### src/rtl/memory_init_sequencer.sv
// memory_init_sequencer
//   Sweeps a target RAM with a constant value after reset, and again whenever
//   a flush is requested while the memory is ready. The write port is meant to
//   feed the target memory's write port directly. initDone tells the pipeline
//   that the memory contents are valid.
//
// Ports
//   clk         in   single clock, posedge
//   rst         in   synchronous active-high reset (from the reset sequencer)
//   flushReq    in   level request to re-run the sweep (only honoured in Ready)
//   writeReady  in   target memory accepts the write this cycle
//   writeValid  out  write request, high exactly while clearing
//   writeIndex  out  entry being written (the index counter register)
//   writeData   out  constant InitValue
//   initDone    out  high exactly while Ready
//   flushDone   out  one-cycle pulse in the first Ready cycle after a sweep
module memory_init_sequencer #(
    parameter int                   EntryCount = 64,
    parameter int                   DataWidth  = 32,
    parameter logic [DataWidth-1:0] InitValue  = '0,
    localparam int                  IndexWidth = (EntryCount > 1) ? $clog2(EntryCount) : 1
) (
    input  logic                  clk,
    input  logic                  rst,
    input  logic                  flushReq,
    input  logic                  writeReady,
    output logic                  writeValid,
    output logic [IndexWidth-1:0] writeIndex,
    output logic [DataWidth-1:0]  writeData,
    output logic                  initDone,
    output logic                  flushDone
);

    typedef enum logic [1:0] {
        ST_RESET    = 2'd0,
        ST_CLEARING = 2'd1,
        ST_READY    = 2'd2
    } state_t;

    localparam logic [IndexWidth-1:0] LAST_INDEX = IndexWidth'(EntryCount - 1);

    state_t                state;
    logic [IndexWidth-1:0] index;
    logic                  flush_done;
    logic                  fire;

    // A write is accepted only while clearing and the memory is ready.
    assign fire = (state == ST_CLEARING) && writeReady;

    always_ff @(posedge clk) begin
        if (rst) begin
            state      <= ST_RESET;
            index      <= '0;
            flush_done <= 1'b0;
        end else begin
            case (state)
                ST_RESET: begin
                    state <= ST_CLEARING;
                end
                ST_CLEARING: begin
                    if (fire) begin
                        // Wrap at EntryCount-1 so out-of-range entries are
                        // never presented for non-power-of-two sizes.
                        if (index == LAST_INDEX) begin
                            index      <= '0;
                            state      <= ST_READY;
                            flush_done <= 1'b1;
                        end else begin
                            index <= index + 1'b1;
                        end
                    end
                end
                ST_READY: begin
                    // Clearing here every Ready cycle makes flushDone a pulse
                    // in the first Ready cycle, even if a flush starts then.
                    flush_done <= 1'b0;
                    if (flushReq) begin
                        state <= ST_CLEARING;
                        index <= '0;
                    end
                end
                default: begin
                    state      <= ST_RESET;
                    index      <= '0;
                    flush_done <= 1'b0;
                end
            endcase
        end
    end

    assign writeValid = (state == ST_CLEARING);
    assign initDone   = (state == ST_READY);
    assign writeIndex = index;
    assign writeData  = InitValue;
    assign flushDone  = flush_done;

endmodule

### config.mk
export PLATFORM = sky130hd
export DESIGN_NAME = memory_init_sequencer
export DESIGN_NICKNAME = d
export VERILOG_FILES = /design/src/rtl/memory_init_sequencer.sv
export SDC_FILE = /design/constraint.sdc
export NUM_CORES = 1
export LEC_CHECK = 0
export ABC_AREA = 1
export CAP_MARGIN = 20
export CORE_AREA = 2 2 49 51
export DETAILED_ROUTE_END_ITERATION = 7
export DIE_AREA = 0 0 51 53
export GPL_TIMING_DRIVEN = 1
export HOLD_SLACK_MARGIN = 0.15
export PLACE_DENSITY = 0.72
export SLEW_MARGIN = 0
export SYNTH_ARGS = -nofsm -noshare
export SYNTH_HDL_FRONTEND = slang
export SYNTH_SLANG_ARGS = --single-unit
export TNS_END_PERCENT = 20
### constraint.sdc
create_clock -name clk -period 1.4 [get_ports clk]
set_input_delay 0.21 -clock clk [delete_from_list [all_inputs] [get_ports clk]]
set_output_delay 0.21 -clock clk [all_outputs]
set_load 0.01 [all_outputs]
Yosys cells after proc, flatten, opt, wreduce, memory -nomap -nowiden:

Cells that the tools add are included.

* bitwise operators: 1
* equality and inequality tests: 6
* shift-type cells: 0
* div/mod/pow operators: 0
* multiplexer cells: 11
* multiply operators: 0
* magnitude comparators: 0
* add/sub/neg operators: 1
* reductions and logical operators: 5

Operators by type and width (number)
* $mux 6: 3
* $pmux 6 s3: 1
* $reduce_and 3->1: 3
* $add 6x1->6 const B: 1
* $eq 6x6->1 const B: 1
* $mux 2: 3
* $pmux 2 s3: 1
* $ne 2x1->1 const B: 2
* $eq 2x1->1 const B: 1
* $eq 2x2->1 const B: 1
* $logic_not 2->1: 1
* $mux 1: 2
* $ne 2x2->1 const B: 1
* $pmux 1 s2: 1
* $logic_and 1x1->1: 1
* $not 1->1: 1

* bits in writable memories: 0
* flip-flop bits (word level): 9
* bits in latches: 0
* memories: 0
* memory bits (read-only): 0
* output and inout bits: 41
* word-level logic and storage cells: 27
* input bits: 4

Logic depth before layout (Yosys ltp):

Gate-level depths: netlist (run 1).

* word-level depth: 4
* gate-level depth with buffers: 8
* depth with buffers taken out: 8

Worst setup path after synthesis (run 1):

OpenSTA, ideal clock, no wires.

* kind: register -> register
* start point: register index[1], in the netlist writeIndex[1]
* end point: register index[2], in the netlist writeIndex[2]
* required time: 1284 ps
* path buffers: 0
* period minus slack after synthesis: 1257 ps
* setup time: 116 ps
* arrival time: 1141 ps
* cell stages (with the launch flop): 9
* path slack: 143 ps
* cell sequence: dfxtp_1 ha_1 nand2_1 nor2_1 nand2_1 nand2_1 nand2_1 nand2_1 nor2_1

* cells in the longest elaborated chain, start to end: 4
* elaborated cells on any way between the ends: 5
* those cells by class: add/sub (1); eq/ne (1); mux (3)

RTL lines
* start, declared: line 43 `logic [IndexWidth-1:0] index;`
* start signal, assigned: line 69 `index <= index + 1'b1;`
* $add 6x1->6 or $eq 6x6->1 (tied branches): line 69, 64
* $mux 6 (*): line 64 `if (index == LAST_INDEX) begin`
* $mux 6 (*): line 61 `if (fire) begin`
* $pmux 6 s3 (*): line 56 `case (state)`

Mark *: on every way between the ends. The rest lies on a longest branch, timed or not. The select of a mux whose other input is x is not followed.
A chain may end at the register's enable or synchronous reset.

Worst setup path in the final report (run 1):

* start point: register index[1], in the netlist writeIndex[1]
* end point: output port writeIndex[1]

RTL lines
* end, declared: line 28 `output logic [IndexWidth-1:0] writeIndex,`

No word-level cell between the ends.

==> results of run 1 <==
[worst max-delay path by stage]
stage	from	end	slack, ps	depth (start not counted)
3_5_place_dp	writeReady	writeIndex[5]	20	8
4_1_cts	writeIndex[4]	writeIndex[4]	30	1
2_1_floorplan	writeIndex[1]	writeIndex[2]	140	8
3_3_place_gp	writeReady	writeIndex[5]	50	8
5_1_grt	state[0]	writeValid	10	3
6_report	writeIndex[1]	writeIndex[1]	50	1
[per-stage QoR]
stage          setup WS [ps]  utilization  hold slack, ps
3_3_place_gp            46.8        0.386             449
2_1_floorplan            143            -             279
6_report                53.4        0.398             475
5_1_grt                 13.8        0.398             499
4_1_cts                 29.7        0.396             479
3_5_place_dp            22.1        0.386             460
[power groups by stage]
stage | registers [W] | logic [W] | clock network [W]
finish | 0.000267 | 0.000103 | 0.000188
global route | 0.000267 | 0.000116 | 0.000206
CTS | 0.000266 | 0.000101 | 0.000197
detailed placement | 0.000272 | 0.000103 | 0
global placement | 0.000272 | 0.000103 | 0
floorplan | 0.000273 | 0.000135 | 0
[kinds of logic (layout without fill, tap and decap cells)]
kind of cell,after synthesis,after routing,synth area share
and+or+nand+nor,45,45,0.295
adders and majority gates,1,1,0.0169
other,1,32,0.00508
AOI/OAI and AO/OA,7,7,0.0475
buffers and inverters,45,37,0.392
DFF,9,9,0.244
[registers in the layout, indices dropped and copies added (netlist names)]
register,cells
writeIndex,6
state,2
flushDone,1
[layout by cell type, fill, tap and decap left out, types with 3 or more instances in the layout]
cell / instances
dlygate4sd2_1: 5
nand4_1: 3
a21oi_1: 5
nand2_1: 21
clkbuf_4: 3
clkdlybuf4s50_1: 6
inv_1: 11
dfxtp_1: 7
nand3_1: 8
buf_4: 8
conb_1: 32
nor2_1: 9
[metal layers]
layer / vias to the layer above / GRT usage / share of wire
met5: - / 0 / 0
met4: 0 / 0.0676 / 0.012
met3: 2 / 0.00847 / 0.066
met2: 33 / 0.186 / 0.51
met1: 282 / 0.106 / 0.41
li1: 317 / - / -
[worst reg2reg max path: cells and delay by family, from the launching register on]
| family | cells | cell delay [ps] |
|---|---|---|
| and+or+nand+nor | 7 | 600 |
| DFF | 1 | 360 |
| adders and majority gates | 1 | 180 |
[final cells by class]
class                   count  area, µm²
flip-flops and latches      9        183
clock buffers               4       26.3
repair buffers             20        176
inverters                  13       48.8
well taps                  28       35.0
multi-input cells          85        385
fillers                   233       1290
==> reports/metrics.csv, run 1 <==
stage;metric;value;unit
power;leak pwr;0.464;nW
synthesis;flops & latches, synth;9;
setup_path;CP Class;flip-flop to output pin;
synthesis;Post-Syn Area per Cell;6.84;µm²
setup_path;Cell Chain, Critical Path;clkdlybuf4s50_1;
synthesis;area share of the largest cell type after synthesis;0.325;
setup_path;R2R Path End;writeIndex[5];
synthesis;post-synthesis sequential area ratio;0.244;
placement;GP Congestion;0.953;
placement;Placement Cell Area;830;µm²
setup_path;Critical Path Start Type;flip-flop;
cts;TritonCTS Buffers;3;
floorplanning;num rows;17;
setup_path;Worst setup EP type;output pin;
cts;post-CTS sizing;6;
synthesis;largest cells by area after synthesis;buf_4 (33%), dfxtp_1 (24%), nand2_1 (11%);
setup_path;reg2reg path depth;8;
placement;port bufs;12;
placement;Final HPWL DP;1100;µm
setup_path;FF-to-FF setup slack;150;ps
floorplanning;IO Pins;45;
route;drt first pass iters;4;
synthesis;Mapped Cells;108;
cts;CTS tree;yes;
route;Detailed Route WL;1300;µm
hold_path;worst hold start;writeIndex[4];
floorplanning;Die Height;53;µm
power;Psw;0.000156;W
route;DR iter-0 viols;6;
synthesis;Mapped Area;738;µm²
sta;RSZ-0062 raised after global routing;no;
sta;total negative setup slack;0;ps
hold_path;HP Class;flip-flop to flip-flop;
grt;vias in the first global route;528;
floorplanning;die area;2700;µm²
sta;Tmin final;1350;ps
synthesis;Async SR Flop Fraction;0;
cts;Clock Tree Buf Depth;2;
grt;total global-route track usage;0.0996;
setup_path;worst r2r src;writeIndex[0];
layout;Non-Filler Instances;159;
synthesis;EDFF count, synth;0;
setup_path;CP top delay family;buffers and inverters;
cts;clock-pin slew on the worst setup and hold paths;60;ps
power;Seq pwr share;0.478;
cts;Clk Latency, worst-skew pair;250;ps
synthesis;count leader, synth;buf_4;
hold_path;worst hold endpoint;writeIndex[4];
route;vias;634;
cts;CTS sink cnt;9;
setup_path;CP max stage delay;540;ps
route;Avg WL per Cell;8.14;µm
synthesis;Ys Warns;0;
setup_path;CP required;1190;ps
setup_path;slowest cell on the critical path;clkdlybuf4s50_1;
setup_path;Worst Path Max Fanout;3;
cts;postcts setup bufs;0;
cts;Root Driver;clkbuf_4;
route;detailed-route vias per instance;3.99;
layout;cell area after layout;855;µm²
sta;count of final setup violators;0;
power;sw frac;0.280;
route;Remaining DRCs;0;
grt;first-pass GRT wire length;2020;µm
setup_path;Critical Path AT;1140;ps
layout;Antenna diodes;0;
layout;Layout Nets;137;
synthesis;Top FF cell, synth;dfxtp_1;
layout;layout cells sized above 1;0.145;
synthesis;commonest cells in the netlist;buf_4 (32), nand2_1 (21), inv_1 (11);
power;worst IR drop on VDD;493;µV
grt;initial antenna violation count;0;
grt;remaining global-route overflow;0;
route;Detail Route Antenna Nets;0;
cts;number of H-tree levels;1;
floorplanning;Initial Util;0.344;
power;Clk pwr share;0.337;
sta;Clock Skews;5.37;ps
sta;crit share post-route;0.962;
run;Max Cap Violations;0;
sta;Final Hold Fails;0;
sta;max-slew violations;0;
sta;Max Clk Rate;0.743;GHz
power;PwrDens;653;nW/µm²
layout;Area Overhead vs Synth;15.8;%
hold_path;worst hold stages;2;
cts;# hold bufs at CTS;0;
power;Comb pwr share;0.185;
power;Int Power;0.000401;W
status;status;finished clean;
synthesis;number of distinct library cells after synthesis;15;
synthesis;largest area contributor in the netlist;buf_4;
setup_path;Buf/Inv on CP;1;
floorplanning;Placeable Area;2150;µm²
placement;cell count after placement;155;
floorplanning;Die Wd;51;µm
grt;largest net degree at the start of global routing;10;
power;overall power;0.000558;W
No activity file was read; power rests on OpenSTA's default activity.
==> inputs of run 2 (changes only) <==
--- a/config.mk
+++ b/config.mk
@@ -13,6 +13,7 @@
 export GPL_TIMING_DRIVEN = 1
 export HOLD_SLACK_MARGIN = 0.15
 export PLACE_DENSITY = 0.72
+export SETUP_SLACK_MARGIN = 0.3
 export SLEW_MARGIN = 0
 export SYNTH_ARGS = -nofsm -noshare
 export SYNTH_HDL_FRONTEND = slang
==> run 2 against run 1 <==
Clock power up 6%. Worst hold slack improved by 10 ps. Die area is the same. Count of clock-buffer cells in the layout unchanged. Register-to-register slack better by 130 ps. Clock skew up 8.7 ps. Wire length rose by 14%. Non-clock buffer count grew 2. Sequential cell count is the same. Via count grew 4.7%. Critical endpoint is now writeIndex[5]. Critical path type is now input pin to flip-flop. First-iteration DRC count rose to 5.5 times the previous value. Global-route usage is 0.12 points lower.
==> reports/metrics.csv, run 2 (synthesis gave the netlist of run 1 again) <==
stage;metric;value;unit;change
hold_path;HP Class;flip-flop to flip-flop;;unchanged
setup_path;Cell Chain, Critical Path;clkdlybuf4s50_1 -> nand2_2 -> nand2_8 -> nand2_4 -> inv_4 -> nand2_2 -> nand2_2 -> nor2_1;;was clkdlybuf4s50_1
route;Avg WL per Cell;9.08;µm;was 8.14 µm
setup_path;Buf/Inv on CP;2;;was 1
layout;max reg flops;6;;unchanged
layout;most common cell after layout, fill and taps aside;conb_1;;unchanged
status;status;finished clean;;unchanged
route;Remaining DRCs;0;;unchanged
setup_path;CP required;1550;ps;was 1190 ps
sta;Clock Skews;14.1;ps;was 5.37 ps
layout;Area Overhead vs Synth;28.3;%;was 15.8%
setup_path;CP top delay family;buffers and inverters;;unchanged
power;leak pwr;0.501;nW;was 0.464 nW
route;Detail Route Antenna Nets;0;;unchanged
setup_path;FF-to-FF setup slack;280;ps;was 150 ps
placement;Placement Cell Area;837;µm²;was 830 µm²
grt;initial antenna violation count;0;;unchanged
grt;first-pass GRT wire length;1960;µm;was 2020 µm
setup_path;CP Class;input pin to flip-flop;;was flip-flop to output pin
sta;RSZ-0062 raised after global routing;yes;;was no
cts;Root Driver;clkbuf_4;;unchanged
power;PwrDens;612;nW/µm²;was 653 nW/µm²
run;Max Cap Violations;0;;unchanged
setup_path;Worst setup EP type;flip-flop;;was output pin
setup_path;most frequent CP cell;nand2_2;;
layout;cell area after layout;947;µm²;was 855 µm²
layout;# fillers;233;;unchanged
floorplanning;Initial Util;0.344;;unchanged
cts;Clk Latency, worst-skew pair;260;ps;was 250 ps
grt;total global-route track usage;0.0984;;was 0.0996
setup_path;Worst Path Max Fanout;8;;was 3
placement;dpl ws;23.1;ps;was 22.1 ps
route;detailed-route vias per instance;4.10;;was 3.99
placement;port bufs;12;;unchanged
sta;Final Hold Fails;0;;unchanged
floorplanning;die area;2700;µm²;unchanged
power;worst IR drop on VDD;390;µV;was 493 µV
layout;final core occ;0.441;;was 0.398
sta;Final WS setup;274;ps;was 53.4 ps
layout;Layout Nets;140;;was 137
route;Detailed Route WL;1470;µm;was 1300 µm
cts;CTS sink cnt;9;;unchanged
cts;clock-pin slew on the worst setup and hold paths;50;ps;was 60 ps
sta;Tmin final;1130;ps;was 1350 ps
route;DR iter-0 viols;33;;was 6
layout;Non-Filler Instances;162;;was 159
placement;Final HPWL DP;1050;µm;was 1100 µm
cts;CTS tree;yes;;unchanged
placement;cell count after placement;151;;was 155
sta;count of final setup violators;0;;unchanged
layout;most frequent cells in the layout;conb_1 (32), nand2_1 (15), inv_1 (10), buf_4 (10), nand3_1 (8);;was conb_1 (32), nand2_1 (21), inv_1 (11)
setup_path;slowest cell on the critical path;clkdlybuf4s50_1;;unchanged
cts;number of H-tree levels;1;;unchanged
grt;remaining global-route overflow;0;;unchanged
setup_path;CP max stage delay;510;ps;was 540 ps
setup_path;Critical Path AT;1270;ps;was 1140 ps
layout;Antenna diodes;0;;unchanged
grt;largest net degree at the start of global routing;10;;unchanged
sta;Max Clk Rate;0.888;GHz;was 0.743 GHz
sta;max-slew violations;0;;unchanged
floorplanning;Placeable Area;2150;µm²;unchanged
placement;GP Congestion;0.791;;was 0.953
floorplanning;num rows;17;;unchanged
route;drt first pass iters;4;;unchanged
route;vias;664;;was 634
cts;TritonCTS Buffers;3;;unchanged
cts;Clock Tree Buf Depth;2;;unchanged
floorplanning;IO Pins;45;;unchanged
floorplanning;Die Height;53;µm;unchanged
sta;total negative setup slack;0;ps;unchanged
floorplanning;Die Wd;51;µm;unchanged
sta;crit share post-route;0.804;;was 0.962
layout;layout cells sized above 1;0.284;;was 0.145
setup_path;Critical Path Start Type;input pin;;was flip-flop
grt;vias in the first global route;488;;was 528
## run 2: cell types whose count changed in the layout (fill, tap and decap cells not counted), sizes merged
cell,previous run,this run
nand3,9,10
clkdlybuf4s50,6,3
clkdlybuf4s15,0,1
buf,8,12
## run 2: path summary, 6_finish.rpt
| kind | startpoint | endpoint | cells after the start |
|---|---|---|---|
| max | writeReady | writeIndex[5] | 8 |
| min | writeIndex[4] | writeIndex[4] | 2 |
| max reg2reg | state[1] | writeIndex[5] | 8 |
| min reg2reg | writeIndex[4] | writeIndex[4] | 2 |
## run 2: worst min-delay path: stages (launching register included)
cell     delay (ps)
dfxtp_1         330
inv_1            60
a21oi_1          50
## run 2: final cells by class
type / instances / area, µm² / area share
clock buffers: 4 / 26.3 / 0.0277
inverters: 13 / 51.3 / 0.0542
multi-input cells: 86 / 452 / 0.477
flip-flops and latches: 9 / 195 / 0.206
well taps: 28 / 35.0 / 0.0370
repair buffers: 22 / 188 / 0.198
## run 2: through the flow
stage | total power [W] | hold slack [ps]
global route | 0.000617 | 504
detailed placement | 0.000372 | 462
global placement | 0.000372 | 450
floorplan | 0.000408 | 269
finish | 0.000580 | 485
CTS | 0.000578 | 482
## run 2: what timing repair did
item,in CTS,in global routing
hold buffers,0,0
pin swaps,1,8
buffers inserted,1,5
cloned,0,1
endpoints found under the hold margin,0,0
endpoints found under the setup margin,15,16
resized for setup,18,14
## run 2: metal layers
layer	up-vias	global-route usage	part of all wire
li1	330	-	-
met1	298	0.116	0.40
met2	34	0.162	0.50
met3	2	0.0424	0.086
met4	0	0.0270	0.0041
met5	-	0	0
## run 2: power by group
part | leakage (nW) | internal (W) | switching, W
combinational | 0.410 | 0.0000384 | 0.0000797
sequential | 0.0765 | 0.000258 | 0.00000545
clock | 0.0150 | 0.000110 | 0.0000891
total | 0.501 | 0.000406 | 0.000174
